<file path="src/rtl/reg_pipe.sv">
// reg_pipe: DEPTH-stage valid/ready register chain with synchronous flush
// and an occupancy count; empty slots collapse so upstream keeps moving.
module reg_pipe #(
    parameter int              WIDTH     = 16,
    parameter int              DEPTH     = 3,
    parameter logic [WIDTH-1:0] RESET_VAL = '0
) (
    input  logic                         clk,
    input  logic                         rst,
    input  logic                         flush,
    input  logic                         in_valid,
    output logic                         in_ready,
    input  logic [WIDTH-1:0]             in_data,
    output logic                         out_valid,
    input  logic                         out_ready,
    output logic [WIDTH-1:0]             out_data,
    output logic [$clog2(DEPTH+1)-1:0]   count
);
    localparam int CW = $clog2(DEPTH+1);

    logic [DEPTH-1:0] v;
    logic [WIDTH-1:0] d    [DEPTH];
    logic [WIDTH-1:0] up_d [DEPTH];
    logic [DEPTH-1:0] up_v;
    logic [DEPTH-1:0] adv;
    logic             in_xfer;
    logic             out_xfer;

    // A stage may advance when any slot at or below it is free.
    always_comb begin
        logic a;
        a = out_ready | ~v[DEPTH-1];
        adv = '0;
        adv[DEPTH-1] = a;
        for (int i = DEPTH-2; i >= 0; i--) begin
            a = a | ~v[i];
            adv[i] = a;
        end
    end

    always_comb begin
        up_v    = '0;
        up_v[0] = in_xfer;
        up_d[0] = in_data;
        for (int i = 1; i < DEPTH; i++) begin
            up_v[i] = v[i-1];
            up_d[i] = d[i-1];
        end
    end

    assign in_ready  = adv[0] & ~flush;
    assign in_xfer   = in_valid & in_ready;
    assign out_xfer  = v[DEPTH-1] & out_ready;
    assign out_valid = v[DEPTH-1];
    assign out_data  = d[DEPTH-1];

    always_ff @(posedge clk or negedge rst) begin
        if (!rst) begin
            v     <= '0;
            count <= '0;
            for (int i = 0; i < DEPTH; i++) begin
                d[i] <= RESET_VAL;
            end
        end else if (flush) begin
            v     <= '0;
            count <= '0;
        end else begin
            for (int i = 0; i < DEPTH; i++) begin
                if (adv[i]) begin
                    v[i] <= up_v[i];
                    if (up_v[i]) begin
                        d[i] <= up_d[i];
                    end
                end
            end
            case ({in_xfer, out_xfer})
                2'b10:   count <= count + CW'(1);
                2'b01:   count <= count - CW'(1);
                default: count <= count;
            endcase
        end
    end
endmodule

</file>
<file path="config.mk">
export PLATFORM = sky130hd
export DESIGN_NAME = reg_pipe
export DESIGN_NICKNAME = d
export VERILOG_FILES = /design/src/rtl/reg_pipe.sv
export SDC_FILE = /design/constraint.sdc
export NUM_CORES = 1
export LEC_CHECK = 0
export CAP_MARGIN = 20
export CORE_ASPECT_RATIO = 0.8
export CORE_MARGIN = 2
export CORE_UTILIZATION = 55
export CTS_CLUSTER_SIZE = 14
export DETAILED_ROUTE_END_ITERATION = 10
export PLACE_DENSITY = 0.84
export SETUP_SLACK_MARGIN = 0.2
export SLEW_MARGIN = 20
export SYNTH_ARGS = -nofsm -noshare
export SYNTH_HDL_FRONTEND = slang
export SYNTH_SLANG_ARGS = --single-unit
</file>
<file path="constraint.sdc">
create_clock -name clk -period 2.17 [get_ports clk]
set_input_delay 0.651 -clock clk [delete_from_list [all_inputs] [get_ports clk]]
set_output_delay 0.651 -clock clk [all_outputs]
set_load 0.03 [all_outputs]
</file>
Word-level counts from Yosys, hierarchy flattened. Cells that the tools add are included.

Flip-flop bits (word level): 53. Input port bits: 21. Output and inout bits: 20. Word-level logic and storage cells: 34.

$add $sub $neg: 2. Equality and inequality tests: 2. Muxes and demuxes: 6. Bitwise operators: 10. Reduce and logical (&&, ||, !) cells: 7.

Operator list (count): 3-bit AND reduction (3); 2-bit nonzero test (3); 1-bit inverter (4); 2-bit case mux with 2 select lines (1); 1-bit bitwise AND (3); 1-bit two-way mux (3); 3-bit two-way mux (1); 1-bit bitwise OR (3); 3-bit nonzero test (1); 2-bit by 1-bit adder with 2-bit output, second input constant (1); 2-bit by 1-bit == test with 1-bit output, second input constant (1); 2-bit == test, second input constant (1); 2-bit two-way mux (1); 2-bit by 1-bit subtractor with 2-bit output, second input constant (1).

Longest topological paths before layout.
Word-level depth: 9. Mapped depth: 4. Gate-level depth less buffers: 3.

Worst setup path before layout. OpenSTA, ideal clock, no wires.

Kind: input-to-output. From: input port out_ready. To: output port in_ready. Arrival time: 1244 ps. Data required time: 1519 ps. Path slack: 275 ps. Stages: 2. Buffers on the path: 0. Cell sequence: and4b_1 > nor2_1.

Cells in the longest elaborated chain, start to end: 4.

RTL lines: from (decl) (line 15) `input logic out_ready,`; 1-bit bitwise OR (line 32) `a = out_ready | ~v[DEPTH-1];`; 1-bit bitwise OR (2 in a row) (line 36) `a = a | ~v[i];`; 1-bit bitwise AND (line 51) `assign in_ready = adv[0] & ~flush;`; to (decl) (line 12) `output logic in_ready,`.

No other way between the ends.

Worst setup path in the final report.
From: input port flush. To: output port in_ready.

Cells in the longest elaborated chain, start to end: 2.

RTL lines: from (decl) (line 10) `input logic flush,`; 1-bit inverter (no source line); 1-bit bitwise AND (line 51).

No other way between the ends.

==> impl_metrics.json <==
{
  "status": "completed",
  "tightest_slew_ps": 542,
  "ir_drop_mv": 0.596,
  "period_share_pct": 88.7,
  "ys_seq_elements": 53,
  "p_sw_share_pct": 31.3,
  "cts_buffers": 5,
  "h-tree-depth": 2,
  "clk_latency_ps": 300,
  "synth_top_area_cell": "dfrtp_1",
  "pwr-share-seq_pct": 48.3,
  "avgViaCountPerCell": 5.20,
  "grt_max_degree": 31,
  "cts.clk_slew.worst_paths_ps": 90,
  "antennaDiodeCount": 0,
  "grt_util_all_layers_pct": 18.4,
  "layout_commonest_cell": "dfrtp_1",
  "fin_nets": 208,
  "crit_fanout": 4,
  "max_freq_mhz": 520,
  "cp_top_family": "buffers and inverters",
  "start_kind": "input pin",
  "cp-end-kind": "output port",
  "drc_errors": 0,
  "rsz0062_at_grt": "no",
  "port_buffers": 40,
  "clk_path_buf_depth": 2,
  "slew_headroom_pct": 63.9,
  "cp.arrival_ps": 1270,
  "synth_top_cells_by_area": "dfrtp_1, mux2_2, buf_4",
  "die-area_mm2": 0.00461,
  "hp-class": "input pin to asynchronous set/reset pin",
  "clkPwrFrac_pct": 23.0,
  "max_cap_viol_count": 0,
  "required_ps": 1520,
  "netlist_area_mm2": 0.00224,
  "start_util_pct": 58.2,
  "power_leakage_nw": 1.25,
  "cts_root_buf": "clkbuf_8",
  "ant_nets": 0,
  "globalRouteOverflowTotal": 0,
  "hold_violations": 0,
  "drtPass1Iterations": 4,
  "cp-startpoint": "flush",
  "crit_slowest_cell": "clkdlybuf4s15_1",
  "synth_nets": 169,
  "reg2reg_from": "v[0]$_DFFE_PN0P_",
  "core-area_mm2": 0.00385,
  "synth.distinct_cells": 27,
  "internal_power_mw": 1.97,
  "yosys.area.top_type_share_pct": 59.2,
  "final_cell_mix": "dfrtp_1, mux2_2, dlygate4sd2_1, clkdlybuf4s50_1, buf_4",
  "placedCellCount": 234,
  "crit_buf_inv": 3,
  "p_comb_share_pct": 28.7,
  "cts_sinks": 53,
  "p_per_area_mw_per_mm2": 1040,
  "wirelength_um": 3850,
  "die_x_um": 75.4,
  "clock_skew_ps": 9.46,
  "pre_cts_ws_ps": -76.9,
  "yosysSeqAreaShare_pct": 59.2,
  "dr.first_iter.drc_count": 49,
  "ctsHoldBuffers": 0,
  "synth_warnings": 0,
  "multi_input_area_um2": 749,
  "fin_cells": 243,
  "wl_per_cell_um": 15.8,
  "fin_crit_ps": 1920,
  "vias": 1264,
  "die_h_um": 61.1,
  "crit_type": "input pin to output port",
  "grt_pass1_vias": 1277,
  "seq_area_mm2": 0.00133,
  "crit_top_cell": "buf_4",
  "finalMaxSlewViolations": 0,
  "worst_slack_ps": 245,
  "synthCells": 148,
  "setup_viol": 0,
  "cpPeakStageDelay_ps": 200,
  "core.rowCount": 20,
  "gp_congestion": 0.785,
  "fill_cells": 269,
  "layout-drive-gt1-share_pct": 39.4,
  "top_level_ports": 41,
  "grt_pass1_wl_um": 6110,
  "crit_chain": "clkdlybuf4s15_1, buf_4, nor2_1, buf_4",
  "antenna_found_initial": 0,
  "p_switching_uw": 898,
  "area_growth_pct": 23.0,
  "avgSynthCellArea_um2": 15.1,
  "cts_tree": "built"
}
Yosys cell counts:
| cell | number |
|---|---|
| dfrtp_1 | 53 |
| nand3b_4 | 1 |
| nor3b_1 | 1 |
| o311ai_0 | 1 |
| o211ai_1 | 1 |
| nor2b_4 | 1 |
| nand3b_1 | 1 |
| nand2b_1 | 1 |
| nor2_1 | 4 |
| a211o_1 | 1 |
| inv_1 | 2 |
| and3b_1 | 1 |
| nand4_1 | 2 |
| and4b_1 | 1 |
| a21oi_1 | 2 |
| buf_6 | 3 |
| mux2_1 | 2 |
| nand2_2 | 1 |
| or4b_1 | 1 |
| buf_4 | 16 |
| and2b_1 | 1 |
| a211oi_1 | 1 |
| buf_2 | 1 |
| a21boi_0 | 1 |
| nor3b_4 | 1 |
| nand4b_2 | 1 |
| mux2_2 | 46 |
cells by family (layout without fill, tap and decap cells):
group | Yosys count | count (layout) | share of synthesized area, %
flops | 53 | 53 | 59.2
compound gates | 7 | 7 | 2.23
mux | 48 | 48 | 24.1
buf+inv | 22 | 62 | 7.42
simple gates | 18 | 18 | 7.09
power by group through the flow:
stage               clock network [mW]  logic [mW]  registers [mW]
floorplan                            0       0.735            1.36
global placement                     0       0.905            1.39
detailed placement                   0       0.926            1.41
CTS                              0.673       0.837            1.39
global route                     0.711       0.877            1.42
finish                           0.660       0.822            1.38
sequential cells by signal, indices dropped and copies added, names as in the netlist:
register / flops
count: 2
out_data: 16
v: 3
d: 32
layout make-up:
| type | instances | area share [%] |
|---|---|---|
| well taps | 55 | 2.49 |
| flip-flops and latches | 53 | 48.1 |
| clock buffers | 5 | 2.49 |
| multi-input cells | 73 | 27.2 |
| repair buffers | 52 | 17.8 |
| clock inverters | 3 | 1.68 |
| inverters | 2 | 0.272 |
through the flow:
step           hold slack (ps)  TNS, ps  utilization [%]  area [µm²]  power [mW]
6_report                   318        0             71.6        2760        2.87
5_1_grt                    350        0             71.6        2760        3.00
4_1_cts                    329        0             71.7        2760        2.90
3_5_place_dp               477    -1960             69.2        2670        2.34
3_3_place_gp               466     -229             69.2        2670        2.29
2_1_floorplan              355        0                -        2240        2.10
worst paths after layout:
check | cells past startpoint | end | slack, ps
worst max-delay path | 4 | in_ready | 250
worst min-delay path | 1 | v[1]$_DFFE_PN0P_ | 320
worst max register to register | 5 | count[1]$_DFFE_PN0P_ | 530
worst min register to register | 1 | d[40]$_DFFE_PN0P_ | 510
max in group asynchronous | 2 | out_data[12]$_DFFE_PN0P_ | 1310
min in group clk | 1 | d[40]$_DFFE_PN0P_ | 510
timing repair:
| action | CTS | global route |
|---|---|---|
| setup buffers | 1 | 0 |
| endpoints found under the setup margin | 20 | 1 |
| resized for setup | 21 | 3 |
routing by layer:
metal | share of wire [%] | track usage (%)
met3 | 3.9 | 4.26
met2 | 52 | 31.6
met5 | 0 | 0
met4 | 0.93 | 6.02
met1 | 43 | 23.3
Power figures use the tool's default switching activity.
